## src/rtl/core_mem_arbiter_pkg.sv

```systemverilog
// Shared constants for the core memory-port arbiter.
// Owner encoding, FSM state encoding and the default response timeout.
package core_mem_arbiter_pkg;

   // Owner encoding; also the bit index in the one-hot select
   localparam logic OWN_IF = 1'b0;
   localparam logic OWN_D  = 1'b1;

   localparam logic [0:0] ST_IDLE = 1'b0;
   localparam logic [0:0] ST_WAIT = 1'b1;

   localparam int unsigned TIMEOUT_DEF = 255;

endpackage

```

## src/rtl/core_mem_arbiter_rr.sv

```systemverilog
// core_rr_pick2: 2-way round-robin selector with selection hold.
// Ports: req[1:0] (bit0=IF, bit1=D), last_owner, hold -> one-hot sel.
module core_rr_pick2
   import core_mem_arbiter_pkg::*;
(
   input  logic       clk,
   input  logic       rst,
   input  logic [1:0] req,
   input  logic       last_owner,
   input  logic       hold,
   output logic [1:0] sel
);

   logic [1:0] sel_q;
   logic [1:0] sel_d;
   logic [1:0] rr_sel;

   always_comb begin
      rr_sel = req;
      if (req == 2'b11) begin
         rr_sel = (last_owner == OWN_IF) ? 2'b10 : 2'b01;
      end
      sel_d = rr_sel;
      // Keep last cycle's pick while the bus handshake is stalled
      if (hold && (|(sel_q & req))) begin
         sel_d = sel_q;
      end
   end

   assign sel = sel_d;

   always_ff @(posedge clk) begin
      if (rst) begin
         sel_q <= '0;
      end else begin
         sel_q <= sel_d;
      end
   end

endmodule

```

## src/rtl/core_mem_arbiter.sv

```systemverilog
// Shares one memory port between fetch (IF) and load/store (D).
// Ports: if_* and d_* requesters, mem_* bus, sticky timeout_err.
module core_mem_arbiter
   import core_mem_arbiter_pkg::*;
#(
   parameter int unsigned AW      = 32,
   parameter int unsigned DW      = 32,
   parameter int unsigned TIMEOUT = TIMEOUT_DEF
) (
   input  logic            clk,
   input  logic            rst,
   input  logic            if_req,
   input  logic [AW-1:0]   if_addr,
   output logic            if_gnt,
   output logic            if_rvalid,
   output logic [DW-1:0]   if_rdata,
   output logic            if_err,
   input  logic            d_req,
   input  logic            d_we,
   input  logic [DW/8-1:0] d_be,
   input  logic [AW-1:0]   d_addr,
   input  logic [DW-1:0]   d_wdata,
   output logic            d_gnt,
   output logic            d_rvalid,
   output logic [DW-1:0]   d_rdata,
   output logic            d_err,
   output logic            mem_req,
   output logic            mem_we,
   output logic [DW/8-1:0] mem_be,
   output logic [AW-1:0]   mem_addr,
   output logic [DW-1:0]   mem_wdata,
   input  logic            mem_gnt,
   input  logic            mem_rvalid,
   input  logic [DW-1:0]   mem_rdata,
   output logic            timeout_err
);

   localparam int CW = $clog2(TIMEOUT + 1);

   logic [0:0]    state_q, state_d;
   logic          owner_q, owner_d;
   logic          last_q, last_d;
   logic          hold_q, hold_d;
   logic          terr_q, terr_d;
   logic [CW-1:0] cnt_q, cnt_d;

   logic [1:0] sel;
   logic       idle;
   logic       any_req;
   logic       tmo;
   logic       rsp_ok;
   logic       rsp_to;
   logic       rv;

   core_rr_pick2 u_pick (
      .clk        (clk),
      .rst        (rst),
      .req        ({d_req, if_req}),
      .last_owner (last_q),
      .hold       (hold_q),
      .sel        (sel)
   );

   assign idle    = (state_q == ST_IDLE);
   assign any_req = if_req | d_req;
   assign tmo     = (cnt_q == CW'(TIMEOUT - 1));
   // A response on the timeout cycle still counts as a normal response
   assign rsp_ok  = !idle & mem_rvalid;
   assign rsp_to  = !idle & !mem_rvalid & tmo;
   assign rv      = !rst & (rsp_ok | rsp_to);

   assign mem_req   = !rst & idle & any_req;
   assign mem_we    = sel[OWN_D] & d_we;
   assign mem_be    = sel[OWN_D] ? d_be : '1;
   assign mem_addr  = sel[OWN_D] ? d_addr : if_addr;
   assign mem_wdata = sel[OWN_D] ? d_wdata : '0;

   assign if_gnt = !rst & idle & sel[OWN_IF] & mem_gnt;
   assign d_gnt  = !rst & idle & sel[OWN_D] & mem_gnt;

   assign if_rvalid = rv & (owner_q == OWN_IF);
   assign d_rvalid  = rv & (owner_q == OWN_D);
   assign if_err    = if_rvalid & rsp_to;
   assign d_err     = d_rvalid & rsp_to;
   assign if_rdata  = (if_rvalid & rsp_ok) ? mem_rdata : '0;
   assign d_rdata   = (d_rvalid & rsp_ok) ? mem_rdata : '0;

   assign timeout_err = terr_q;

   always_comb begin
      state_d = state_q;
      owner_d = owner_q;
      last_d  = last_q;
      cnt_d   = cnt_q;
      terr_d  = terr_q;
      hold_d  = 1'b0;
      case (state_q)
         ST_IDLE: begin
            hold_d = any_req & !mem_gnt;
            if (any_req && mem_gnt) begin
               owner_d = sel[OWN_D] ? OWN_D : OWN_IF;
               last_d  = owner_d;
               cnt_d   = '0;
               state_d = ST_WAIT;
            end
         end
         ST_WAIT: begin
            if (cnt_q != '1) begin
               cnt_d = cnt_q + 1'b1;
            end
            if (mem_rvalid) begin
               state_d = ST_IDLE;
            end else if (tmo) begin
               state_d = ST_IDLE;
               terr_d  = 1'b1;
            end
         end
         default: state_d = ST_IDLE;
      endcase
   end

   always_ff @(posedge clk) begin
      if (rst) begin
         state_q <= ST_IDLE;
         owner_q <= OWN_IF;
         last_q  <= OWN_IF;
         hold_q  <= 1'b0;
         terr_q  <= 1'b0;
         cnt_q   <= '0;
      end else begin
         state_q <= state_d;
         owner_q <= owner_d;
         last_q  <= last_d;
         hold_q  <= hold_d;
         terr_q  <= terr_d;
         cnt_q   <= cnt_d;
      end
   end

endmodule

```

## config.mk

```make
export PLATFORM = sky130hd
export DESIGN_NAME = core_mem_arbiter
export DESIGN_NICKNAME = d
export VERILOG_FILES = /design/src/rtl/core_mem_arbiter_pkg.sv /design/src/rtl/core_mem_arbiter_rr.sv /design/src/rtl/core_mem_arbiter.sv
export SDC_FILE = /design/constraint.sdc
export NUM_CORES = 1
export LEC_CHECK = 0
export ABC_AREA = 1
export ABC_CLOCK_PERIOD_IN_PS = 1730
export CAP_MARGIN = 40
export CORE_AREA = 2 2 107 109
export DETAILED_ROUTE_END_ITERATION = 7
export DIE_AREA = 0 0 109 111
export GPL_TIMING_DRIVEN = 0
export SLEW_MARGIN = 10
export SYNTH_ARGS = -nofsm -noshare
export SYNTH_HDL_FRONTEND = slang
export SYNTH_SLANG_ARGS = --single-unit
```

## constraint.sdc

```tcl
create_clock -name clk -period 1.73 [get_ports clk]
set_input_delay 0.346 -clock clk [delete_from_list [all_inputs] [get_ports clk]]
set_output_delay 0.346 -clock clk [all_outputs]
set_load 0.05 [all_outputs]
```

**Yosys cells after proc, flatten, opt, wreduce, memory -nomap -nowiden**

Cells that the tools add are included.

- Flip-flop bits (word level): 14
- Bits of input ports: 139
- Output and inout port bits: 141
- Logic and storage cells: 62

- Add/sub/neg operators: 1
- Equal/unequal tests: 5
- Multiplexer cells: 16
- Bitwise logic cells: 24
- Reduce and logical (&&, ||, !) cells: 10

Operator list:

| operator | number |
|---|---|
| 2-to-1 mux 32 bit | 4 |
| AND 1 bit | 18 |
| 2-to-1 mux 8 bit | 2 |
| one-hot mux 8 bit (2 select lines) | 1 |
| adder 8 x 1 -> 8 bit (second input constant) | 1 |
| == test 8 bit (second input constant) | 1 |
| inequality test 8 bit (second input constant) | 1 |
| 2-to-1 mux 2 bit | 3 |
| 2-to-1 mux 1 bit | 4 |
| 2-to-1 mux 4 bit | 1 |
| inequality test 2 x 1 -> 1 bit (second input constant) | 2 |
| AND reduction 2 bit | 2 |
| OR reduction 2 bit | 2 |
| zero test 1 bit | 3 |
| inverter 1 bit | 3 |
| AND reduction 3 bit | 1 |
| AND 2 bit | 1 |
| == test 2 bit (second input constant) | 1 |
| logical AND 1 bit | 2 |
| bitwise OR 1 bit | 2 |
| one-hot mux 1 bit (2 select lines) | 1 |

**Logic depth before layout (Yosys ltp)**

Gate-level depths: netlist (run 1).

- Word-level depth: 8
- Gate-level depth with buffers: 9
- Depth with buffers taken out: 9

**By module**

From an unflattened synthesis (run 1), not the netlist that was laid out.

- Cells, all modules: 416
- Area total of the unflattened synthesis: 1956.9 sq um

By module, submodules not included:

| module | instances | cells an instance | area an instance (sq um) | sequential area each (sq um) |
|---|---|---|---|---|
| core_mem_arbiter | 1 | 395 | 1838.0 | 240.2 |
| core_rr_pick2 | 1 | 21 | 118.9 | 40.0 |

**Least setup slack after synthesis (run 1)**

No wires, ideal clock.

- Path kind: in2out
- Start: input port d_req
- End: output port d_gnt
- Data arrival time: 1.987 ns
- Required time: 1.384 ns
- Path slack: -0.603 ns
- Stages on the path: 7
- Path buffers: 1
- Path through: inv_1 o21ai_2 nand2_1 nand2_1 nand2_2 buf_2 nor3_1

- Longest elaborated chain between the ends: 6
- Elaborated cells between the ends (all ways): 8
- Those cells by class: 1 x eq/ne; 2 x mux; 3 x bitwise; 2 x reduce/logical

RTL lines:

| what | line | RTL |
|---|---|---|
| start: declaration | core_mem_arbiter.sv:18 | `input logic d_req,` |
| AND 2 bit | core_mem_arbiter_rr.sv:25 | `if (hold && (\|(sel_q & req))) begin` |
| OR reduction 2 bit | core_mem_arbiter_rr.sv:25 |  |
| logical AND 1 bit | core_mem_arbiter_rr.sv:25 |  |
| 2-to-1 mux 2 bit * | core_mem_arbiter_rr.sv:25 |  |
| AND 1 bit * (2 in a row) | core_mem_arbiter.sv:79 | `assign d_gnt = !rst & idle & sel[OWN_D] & mem_gnt;` |
| end: declaration | core_mem_arbiter.sv:23 | `output logic d_gnt,` |

Mark *: on every way between the ends. The rest lies on a longest branch, timed or not.

**Worst setup path after layout (run 1)**

- Start: register u_pick.sel_q[1]
- End: output port mem_addr[10]

- Longest elaborated chain between the ends: 5

RTL lines:

| what | line | RTL |
|---|---|---|
| start: declaration | core_mem_arbiter_rr.sv:14 | `logic [1:0] sel_q;` |
| start signal: assignment | core_mem_arbiter_rr.sv:36 | `sel_q <= sel_d;` |
| AND 2 bit | core_mem_arbiter_rr.sv:25 |  |
| OR reduction 2 bit | core_mem_arbiter_rr.sv:25 |  |
| logical AND 1 bit | core_mem_arbiter_rr.sv:25 |  |
| 2-to-1 mux 2 bit * | core_mem_arbiter_rr.sv:25 |  |
| 2-to-1 mux 32 bit * | core_mem_arbiter.sv:75 | `assign mem_addr = sel[OWN_D] ? d_addr : if_addr;` |
| end: declaration | core_mem_arbiter.sv:30 | `output logic [AW-1:0] mem_addr,` |

Marks and branches as above.

==> results of run 1 <==
## cells in the mapped netlist, types with 2 or more instances
cell,instances,area (µm²)
or2_2,2,12.5
nand3_1,12,60.1
ha_1,2,25.0
inv_2,2,7.51
nor2_1,120,450
a21oi_1,9,45.0
nand2_1,134,503
o21ai_0,2,10.0
nor3_1,4,20.0
buf_2,12,60.1
inv_1,80,300
or2_1,2,12.5
buf_6,4,45.0
dfxtp_1,14,280
nand2_2,2,12.5
## sequential cells by signal, indices dropped and copies added (netlist names)
signal        cells
u_pick.sel_q      2
state_q           1
hold_q            1
last_q            1
timeout_err       1
cnt_q             8
## layout make-up
cell class	instances	area [µm²]
Buffer	15	204
Clock buffer	3	75.1
Fill cell	973	4600
Inverter	83	337
Multi-Input combinational cell	298	1940
Sequential cell	14	302
Tap cell	143	179
Timing Repair Buffer	306	3440
## cells in the final DEF (no fill, tap or decap), types with 2 or more instances in the layout
| cell type | n |
|---|---|
| nor2_1 | 28 |
| buf_4 | 19 |
| inv_4 | 3 |
| nand2_1 | 120 |
| dfxtp_1 | 3 |
| inv_1 | 73 |
| buf_12 | 9 |
| nor3_1 | 2 |
| inv_2 | 5 |
| or2_1 | 2 |
| nand3_1 | 7 |
| buf_16 | 4 |
| o21ai_0 | 2 |
| clkdlybuf4s50_1 | 134 |
| nand2_2 | 12 |
| dfxtp_2 | 8 |
| nand3_4 | 2 |
| a21oi_1 | 9 |
| nor2_2 | 25 |
| clkdlybuf4s15_1 | 2 |
| buf_6 | 113 |
| buf_2 | 2 |
| clkbuf_16 | 5 |
| nor2_4 | 68 |
| nand2_4 | 5 |
| nand3_2 | 3 |
| buf_8 | 32 |
| or2_2 | 2 |
| dfxtp_4 | 3 |
## worst max-delay path, delay by kind of cell (launching register included)
kind                   cells  cell delay, ps
and+or+nand+nor            4             470
DFF                        1             310
AOI/OAI and AO/OA          1             160
buffers and inverters      4             440
## worst max-delay path by stage
stage	slack [ps]	from	depth (start not counted)	to
2_1_floorplan	-210	d_req	7	mem_wdata[0]
3_3_place_gp	-1350	d_req	9	mem_wdata[7]
3_5_place_dp	-1350	d_req	9	mem_wdata[7]
4_1_cts	-260	u_pick.sel_q[1]	10	mem_addr[8]
5_1_grt	-350	u_pick.sel_q[1]	9	mem_addr[10]
6_report	-260	u_pick.sel_q[1]	9	mem_addr[10]
## metal layers
metal / part of all wire, % / track usage (%) / wire [µm]
met4: 1.9 / 5.21 / 255
met3: 8.5 / 4.82 / 1140
met2: 54 / 39.5 / 7300
met5: 0 / 0 / 0
met1: 35 / 20.2 / 4730
## kinds of logic after synthesis
family / count (synthesis) / share of synthesized area, %
and+or+nand+nor: 281 / 57.7
buffers and inverters: 101 / 22.3
AOI/OAI and AO/OA: 14 / 4.10
DFF: 14 / 14.6
adders and majority gates: 2 / 1.30
## metrics by stage
step	cell area, µm²	std cells	hold slack (ps)
finish	6470	862	460
global placement	5060	834	448
CTS	5960	855	453
global route	6470	862	483
floorplan	2090	412	424
detailed placement	5060	834	458
## power breakdown
group	total, W	internal, W	switching, W
clock network	0.000437	0.000303	0.000134
logic	0.00190	0.000800	0.00110
registers	0.000354	0.000336	0.0000190
## what timing repair did
action,CTS,global route
pin swaps,9,14
setup endpoints to repair,140,140
setup buffers,10,10
resized for setup,1089,134
gates cloned,8,2
==> summary.txt, run 1 <==
Clocking
  • H-tree levels: 1
  • CTS root buf: clkbuf_16
  • # hold bufs at CTS: 0
  • CTS tree: yes
  • Worst-case clock buffer depth: 2
  • CTS sink cnt: 14
  • Clk slew on worst S/H paths: around 50 ps
  • Worst-Skew Late Latency: 240 ps
  • Cts bufs inserted: 3

Synth
  • Synth cell types: 26
  • Async SR Flop Fraction: 0%
  • Cells after Synth: just over 400
  • Mean Syn Cell Area: 4.66 µm²
  • Synthesis Warnings: 0
  • Mapped Nets: roughly 550
  • Cell Area, Synth: 1920 µm²
  • Top_reg_cell synth: dfxtp_1
  • Yosys reg bits: 14
  • Sequential area share after synthesis: 14.6%
  • Post-synth EDFFs: 0

Layout
  • Share of cells above drive strength 1: 45.8%
  • Nets@finish: 862
  • Utilization after layout: 58.4%
  • ANT cells: 0
  • Area Growth Syn to Fin: 237%

STA
  • Setup violators final: 131
  • RSZ-0062 raised after global routing: true
  • FMAX: about 500 MHz
  • Post-Route Skew: between 1 and 1.5 ps
  • Tmin final: 1990 ps
  • Final Hold Viols: 0
  • Period Utilization, post-route: 115%
  • Worst setup margin: -260 ps
  • Max-slew violations: 0
  • Rel. slew slack: 66.7%
  • Slew @ Worst Pin: 499 ps
  • Setup TNS: -18120 ps

Setup path
  • Critical path's most frequent cell: nand2_1
  • CP max FO: 10
  • FF-to-FF Start: cnt_q[1]
  • Reg2Reg Depth: 8
  • WP data arrival: between 1500 and 2000 ps
  • Req. time, crit path: 1380 ps
  • R2R Path End: cnt_q[1]
  • Crit Path Class: reg2out
  • CP max stage cell: dfxtp_2
  • Crit path cell chain: inv_2, o21ai_4, nand3_2, nand2_8, clkinv_8, buf_8, nand2_1, nand2_1, buf_6
  • Setup crit start kind: flip-flop
  • CP endpoint kind: output port
  • Critical Path Max Stage Delay: 310 ps
  • Worst R2R Setup Slack: roughly 250 ps

Power
  • Lkg Pwr: 3.07 nW
  • Power Density: approximately 420 nW/µm²
  • Pwr Total: ~0.0027 W
  • Peak supply drop: between 0.3 and 0.4 mV

Placed design
  • IO Port Bufs: 279
  • DP Wirelength: 10100 µm
  • Gpl congestion: 0.833
  • Setup WS pre-CTS: -1350 ps

Floorplan
  • # IOs: 280
  • Starting Density: roughly 17%
  • Core ar.: 11100 µm²
  • Rows: 39
  • Die Ht: 111 µm
  • Die W: 109 µm
  • Die Area: between 10000 and 15000 µm²

Route
  • Post-route ant nets: 0
  • Drt initial violations: 169
  • WL/cell: 15.6 µm
  • DRT Wirelength: 13400 µm
  • # DRC: 0
  • DR vias: 3591
  • Post-DR vias/cell: 4.17
  • Router iterations before antenna repair: 4

Global routing
  • Grt ovf: 0
  • Initial antenna violation count: 0
  • Largest net degree at the start of global routing: 11
  • Via count of the first global-routing pass: 3606
  • Global-route usage over all layers: 20.0%
  • Global-route wire length before repair: between 15000 and 20000 µm

Worst hold path
  • HP Start: timeout_err
  • Min-Delay Path Depth: 1
  • Hold endpoint: timeout_err
  • Hold WC Path Type: reg2reg

Outcome
  • Status: complete, but fails checks
  • Violations in the final reports: negative setup slack

Flow run
  • Max-cap violations: 0
(Power assumes the default switching activity.)
==> run 2, diff against run 1 <==
==> constraint.sdc (replaced) <==
create_clock -name clk -period 1.73 [get_ports clk]
set_input_delay 0.4325 -clock clk [delete_from_list [all_inputs] [get_ports clk]]
set_output_delay 0.4325 -clock clk [all_outputs]
set_load 0.05 [all_outputs]
==> run 2 against run 1 <==
  * The flow still finishes with violations (negative setup slack)
  * Combinational power increased by 27%
  * Routed wire length increased by 4.6%
  * Clock power increased by 12%
  * Die area unchanged
  * Worst setup slack got worse by 140 ps
  * Global-route usage decreased by 0.51 points
  * Clock skew about the same
  * Sequential power about the same
  * Critical path depth decreased by 1
  * Maximum frequency decreased by 6.7%
  * Largest cell class unchanged
==> summary.txt, run 2 (synthesis results as in run 1) <==
Outcome
  • Status: complete, but fails checks
  • Violations in the final reports: negative setup slack

Power
  • Sw Ratio: 45.3%
  • NetSw: around 0.0015 W
  • Peak supply drop: 0.300 mV
  • Combinational Power Share: between 70 and 80%
  • Clock network power share: about 15%
  • Sequential share of power: 10.7%
  • Lkg Pwr: 3.53 nW
  • P_int: between 0.0015 and 0.002 W
  • Power Density: 420 nW/µm²

Worst hold path
  • HP Start: timeout_err
  • Min-Delay Path Depth: 1
  • Hold endpoint: timeout_err
  • Hold WC Path Type: reg2reg

STA
  • Final Hold Viols: 0
  • Worst setup margin: -403 ps
  • FMAX: between 400 and 500 MHz
  • Slew @ Worst Pin: around 480 ps
  • Period Utilization, post-route: 123%
  • Setup violators final: 139
  • Post-Route Skew: around 1.8 ps
  • Worst hold margin: 471 ps
  • Rel. slew slack: a little under 70%
  • RSZ-0062 raised after global routing: true
  • Max-slew violations: 0
  • Tmin final: 2130 ps

Flow run
  • Max-cap violations: 0

Layout
  • Utilization after layout: between 70% and 80%
  • Layout fillers: between 700 and 800
  • Commonest non-fill, non-tap cell in the layout: clkdlybuf4s50_1
  • Most frequent cells in the layout: 134 x clkdlybuf4s50_1, 99 x nor2_4, 77 x buf_8, 76 x buf_6, 72 x inv_1
  • Share of cells above drive strength 1: 58.9%
  • Nets@finish: 881
  • Largest register by flop count: cnt_q
  • Finished Layout Cells: 883
  • Area Growth Syn to Fin: 304%
  • Max reg flops: 8
  • Largest registers: cnt_q x8, u_pick.sel_q x2

Setup path
  • Reg2Reg Depth: 12
  • CP endpoint kind: output port
  • FF-to-FF Start: state_q
  • WP data arrival: 1700 ps
  • CP max FO: 10
  • Crit Path Class: reg2out
  • Worst R2R Setup Slack: ~140 ps
  • Setup crit start kind: flip-flop
  • R2R Path End: cnt_q[4]
  • Req. time, crit path: 1300 ps

Clocking
  • Worst-case clock buffer depth: 2
  • # hold bufs at CTS: 0
  • CTS sink cnt: 14
  • CTS tree: yes
  • H-tree levels: 1
  • Worst-Skew Late Latency: 240 ps
  • Clk slew on worst S/H paths: around 50 ps
  • Cts bufs inserted: 3
  • CTS root buf: clkbuf_16

Route
  • Post-DR vias/cell: 4.34
  • Post-route ant nets: 0
  • Drt initial violations: between 100 and 150
  • DRT Wirelength: 14000 µm
  • # DRC: 0
  • Router iterations before antenna repair: 4
  • WL/cell: 15.9 µm
  • DR vias: 3832

Placed design
  • Inst Count DP: 834
  • Setup WS pre-CTS: -1640 ps
  • IO Port Bufs: 279
  • Gpl congestion: roughly 0.86
  • DP Wirelength: 9200 µm

Floorplan
  • Die Area: 12100 µm²
  • Starting Density: 17.4%
  • Die W: 109 µm
  • Rows: 39
  • Core ar.: about 11000 µm²
  • Die Ht: 111 µm
  • # IOs: 280

Global routing
  • Via count of the first global-routing pass: 3705
  • Largest net degree at the start of global routing: 11
  • Initial antenna violation count: 1
  • Global-route usage over all layers: roughly a fifth
  • Grt ovf: 0
  • Global-route wire length before repair: 18700 µm
## run 2: cell types whose count changed in the layout (fill, tap and decap cells not counted), sizes merged
cell	change
clkbuf	+6
diode	+1
clkinv	-1
nand2	+2
dlymetal6s2s	-1
clkdlybuf4s15	-2
inv	+1
buf	+15
## run 2: power by group through the flow
| stage | Clock (W) | Sequential (W) | Combinational [W] |
|---|---|---|---|
| after floorplan | 0 | 0.000350 | 0.00113 |
| after global placement | 0 | 0.000352 | 0.00182 |
| after detailed placement | 0 | 0.000353 | 0.00183 |
| after CTS | 0.000499 | 0.000350 | 0.00221 |
| after global routing | 0.000519 | 0.000353 | 0.00253 |
| final | 0.000490 | 0.000351 | 0.00242 |
## run 2: layer usage
metal  global-route usage (%)  part of all wire [%]
met1                     19.3                    33
met5                        0                     0
met4                     4.87                   2.9
met3                     4.53                   8.8
met2                     39.1                    55
## run 2: critical path: stages (launching register included)
cell and delay [ps]:
dfxtp_2 320, inv_2 40, o21ai_4 180, nand2_2 110, nand2_4 130, nand2_8 120
buf_12 180, or2_4 230, buf_6 150
## run 2: worst max path at each step
stage | slack [ps] | depth (start not counted) | endpoint | start
2_1_floorplan | -220 | 4 | d_rdata[10] | rst
3_3_place_gp | -1620 | 11 | mem_addr[6] | d_req
3_5_place_dp | -1640 | 11 | mem_addr[6] | d_req
4_1_cts | -380 | 10 | mem_addr[9] | u_pick.sel_q[1]
5_1_grt | -480 | 10 | mem_addr[24] | u_pick.sel_q[1]
6_report | -400 | 8 | mem_be[2] | u_pick.sel_q[1]
## run 2: through the flow
stage	power, W	instance area, µm²	TNS (ps)
global route	0.00340	7770	-47640
finish	0.00326	7770	-38110
CTS	0.00305	6970	-33170
floorplan	0.00148	2650	-15740
global placement	0.00217	5620	-187660
detailed placement	0.00218	5620	-190080
## run 2: final cells by class
| type | instances | area [µm²] | share of cell area [%] |
|---|---|---|---|
| Buffer | 15 | 256 | 3.30 |
| Multi-Input combinational cell | 300 | 2750 | 35.4 |
| Inverter | 83 | 352 | 4.52 |
| Clock buffer | 4 | 88.8 | 1.14 |
| Tap cell | 143 | 179 | 2.30 |
| Timing Repair Buffer | 323 | 3850 | 49.5 |
| Sequential cell | 14 | 297 | 3.82 |
| Antenna cell | 1 | 2.50 | 0.0322 |
## run 2: repair_timing
action | 4_1_cts | 5_1_grt
resized for setup | 1237 | 155
endpoints found under the setup margin | 148 | 145
cloned | 9 | 8
setup buffers | 20 | 12
pin swaps | 21 | 31
==> run 3, diff against run 2 <==
--- a/config.mk
+++ b/config.mk
@@ -8,9 +8,10 @@
 export ABC_AREA = 1
 export ABC_CLOCK_PERIOD_IN_PS = 1730
 export CAP_MARGIN = 40
-export CORE_AREA = 2 2 107 109
+export CORE_AREA = 2 2 108 110
 export DETAILED_ROUTE_END_ITERATION = 7
-export DIE_AREA = 0 0 109 111
+export DIE_AREA = 0 0 110 112
+export DONT_BUFFER_PORTS = 1
 export GPL_TIMING_DRIVEN = 0
 export SLEW_MARGIN = 10
 export SYNTH_ARGS = -nofsm -noshare
==> run 3 against run 2 <==
  * The run still ends with negative setup slack left
  * Sequential power about the same
  * Largest power group unchanged
  * Critical path depth unchanged
  * Critical path type unchanged
  * Sequential cell count unchanged
==> summary.txt, run 3 (synthesis results as in run 1) <==
Outcome
  • Status: complete, but fails checks
  • Violations in the final reports: negative setup slack

Flow run
  • Max-cap violations: 0

Layout
  • Share of cells above drive strength 1: about 60%
  • Area Growth Syn to Fin: 139%
  • Most frequent cells in the layout: 103 x nor2_4, 73 x nand2_1, 72 x inv_1, 40 x nand2_4, 21 x buf_8
  • Multi-input logic area: roughly 2500 µm²
  • Register area: 295 µm²
  • Nets@finish: just over 600
  • Max reg flops: 8
  • ANT cells: 0
  • Layout fillers: 1013
  • Largest register by flop count: cnt_q
  • Commonest non-fill, non-tap cell in the layout: nor2_4
  • Largest registers: cnt_q x8, u_pick.sel_q x2

Clocking
  • H-tree levels: 1
  • Cts bufs inserted: 3
  • # hold bufs at CTS: 0
  • CTS root buf: clkbuf_16
  • CTS tree: yes
  • Worst-case clock buffer depth: 2
  • Worst-Skew Late Latency: ~250 ps
  • Clk slew on worst S/H paths: 50 ps
  • CTS sink cnt: 14

Route
  • Drt initial violations: 133
  • DR vias: ~2.8k
  • Post-DR vias/cell: 4.57
  • DRT Wirelength: 10700 µm
  • # DRC: 0
  • Router iterations before antenna repair: 4
  • WL/cell: 17.2 µm
  • Post-route ant nets: 0

Setup path
  • CP max FO: 10
  • CP endpoint kind: output port
  • Setup crit start kind: flip-flop
  • CP max stage cell: dfxtp_2
  • Crit path depth: 8
  • Critical Path Max Stage Delay: just over 300 ps
  • Critical path's most frequent cell: buf_12
  • CP bufs+invs: 3
  • Req. time, crit path: around 1300 ps
  • Critical path's top delay family: simple AND/OR/NAND/NOR gates
  • Crit Path Class: reg2out
  • WP data arrival: 1670 ps
  • Reg2Reg Depth: 13
  • Crit path cell chain: inv_2, o21ai_4, nand2_2, nand2_4, nand2_8, buf_12, buf_12, nor2_4

Global routing
  • Initial antenna violation count: 0
  • Via count of the first global-routing pass: 2755
  • Global-route usage over all layers: 15.1%
  • Largest net degree at the start of global routing: 11
  • Grt ovf: 0
  • Global-route wire length before repair: 14400 µm

Floorplan
  • Core ar.: ~11000 µm²
  • Starting Density: 17.2%
  • Die W: 110 µm
  • Rows: 39
  • Die Area: 12300 µm²
  • Die Ht: around 110 µm
  • # IOs: 280

STA
  • Slew @ Worst Pin: 564 ps
  • Max-slew violations: 0
  • Setup TNS: -35770 ps
  • Tmin final: 2100 ps
  • Setup violators final: ~140
  • FMAX: 477 MHz
  • Period Utilization, post-route: 121%
  • Worst hold margin: around 260 ps
  • RSZ-0062 raised after global routing: true
  • Post-Route Skew: 5.64 ps
  • Final Hold Viols: 0
  • Worst setup margin: -369 ps
  • Rel. slew slack: 62.4%

Placed design
  • Gpl congestion: 0.814
  • IO Port Bufs: 0
  • DP Wirelength: 7450 µm

Power
  • Pwr Total: around 0.0023 W
  • Lkg Pwr: 2.03 nW
  • Peak supply drop: ~0.30 mV
  • Power Density: 497 nW/µm²

Worst hold path
  • Min-Delay Path Depth: 1
  • Hold WC Path Type: in2reg
## run 3: cell count changes in the layout (fill, tap and decap cells not counted), sizes merged, moves of 2 or more
cell           delta
buf             -115
clkbuf            -7
clkdlybuf4s50   -134
nand2             -2
inv               -2
clkinvlp          +2
## run 3: per-layer routing
metal  vias up  global-route usage (%)  part of all wire, %  wire length (µm)
met5         -                       0                    0                 0
met1      1296                    15.5                   35              3720
met2       203                    29.5                   54              5730
met3        17                    2.81                  8.7               928
li1       1325                       -                    -                 -
met4         0                    4.89                  2.8               302
## run 3: layout make-up
type | count | area share (%)
multi-input combinational | 298 | 54.8
tap | 143 | 3.89
sequential | 14 | 6.42
clock buffer | 3 | 1.63
buffer | 15 | 5.39
inverter | 83 | 7.46
timing repair buffer | 66 | 20.4
## run 3: timing repair
item / CTS / global route
gates cloned: 7 / 2
gates resized for setup: 241 / 43
setup endpoints to repair: 140 / 144
setup buffers: 27 / 6
pin swaps: 31 / 50
## run 3: worst register-to-register path, delay by kind of cell, from the launching register on
kind | cells | cell delay [ps]
buffers and inverters | 6 | 660
flip-flops | 1 | 360
AND/OR/NAND/NOR | 7 | 550
## run 3: path summary, 6_finish.rpt
kind / end / from / slack (ps)
worst min-delay path: hold_q / mem_gnt / 260
worst max-delay path: mem_wdata[26] / u_pick.sel_q[1] / -370
worst max register to register: cnt_q[1] / cnt_q[5] / 60
worst min register to register: cnt_q[7] / cnt_q[7] / 490
## run 3: stage by stage
stage / cell area, µm² / util [%] / setup WS (ps) / instances
2_1_floorplan: 2650 / - / -218 / 412
3_3_place_gp: 2830 / 25.3 / -524 / 555
3_5_place_dp: 3030 / 27.2 / -441 / 582
4_1_cts: 4450 / 39.8 / -397 / 619
5_1_grt: 4600 / 41.1 / -443 / 622
6_report: 4600 / 41.1 / -369 / 622
## run 3: where the power goes
group          internal, W  leakage (nW)  total, W  switching, W
logic             0.000391          1.88   0.00148       0.00109
registers         0.000336         0.119  0.000351     0.0000153
clock network     0.000304        0.0370  0.000451      0.000147
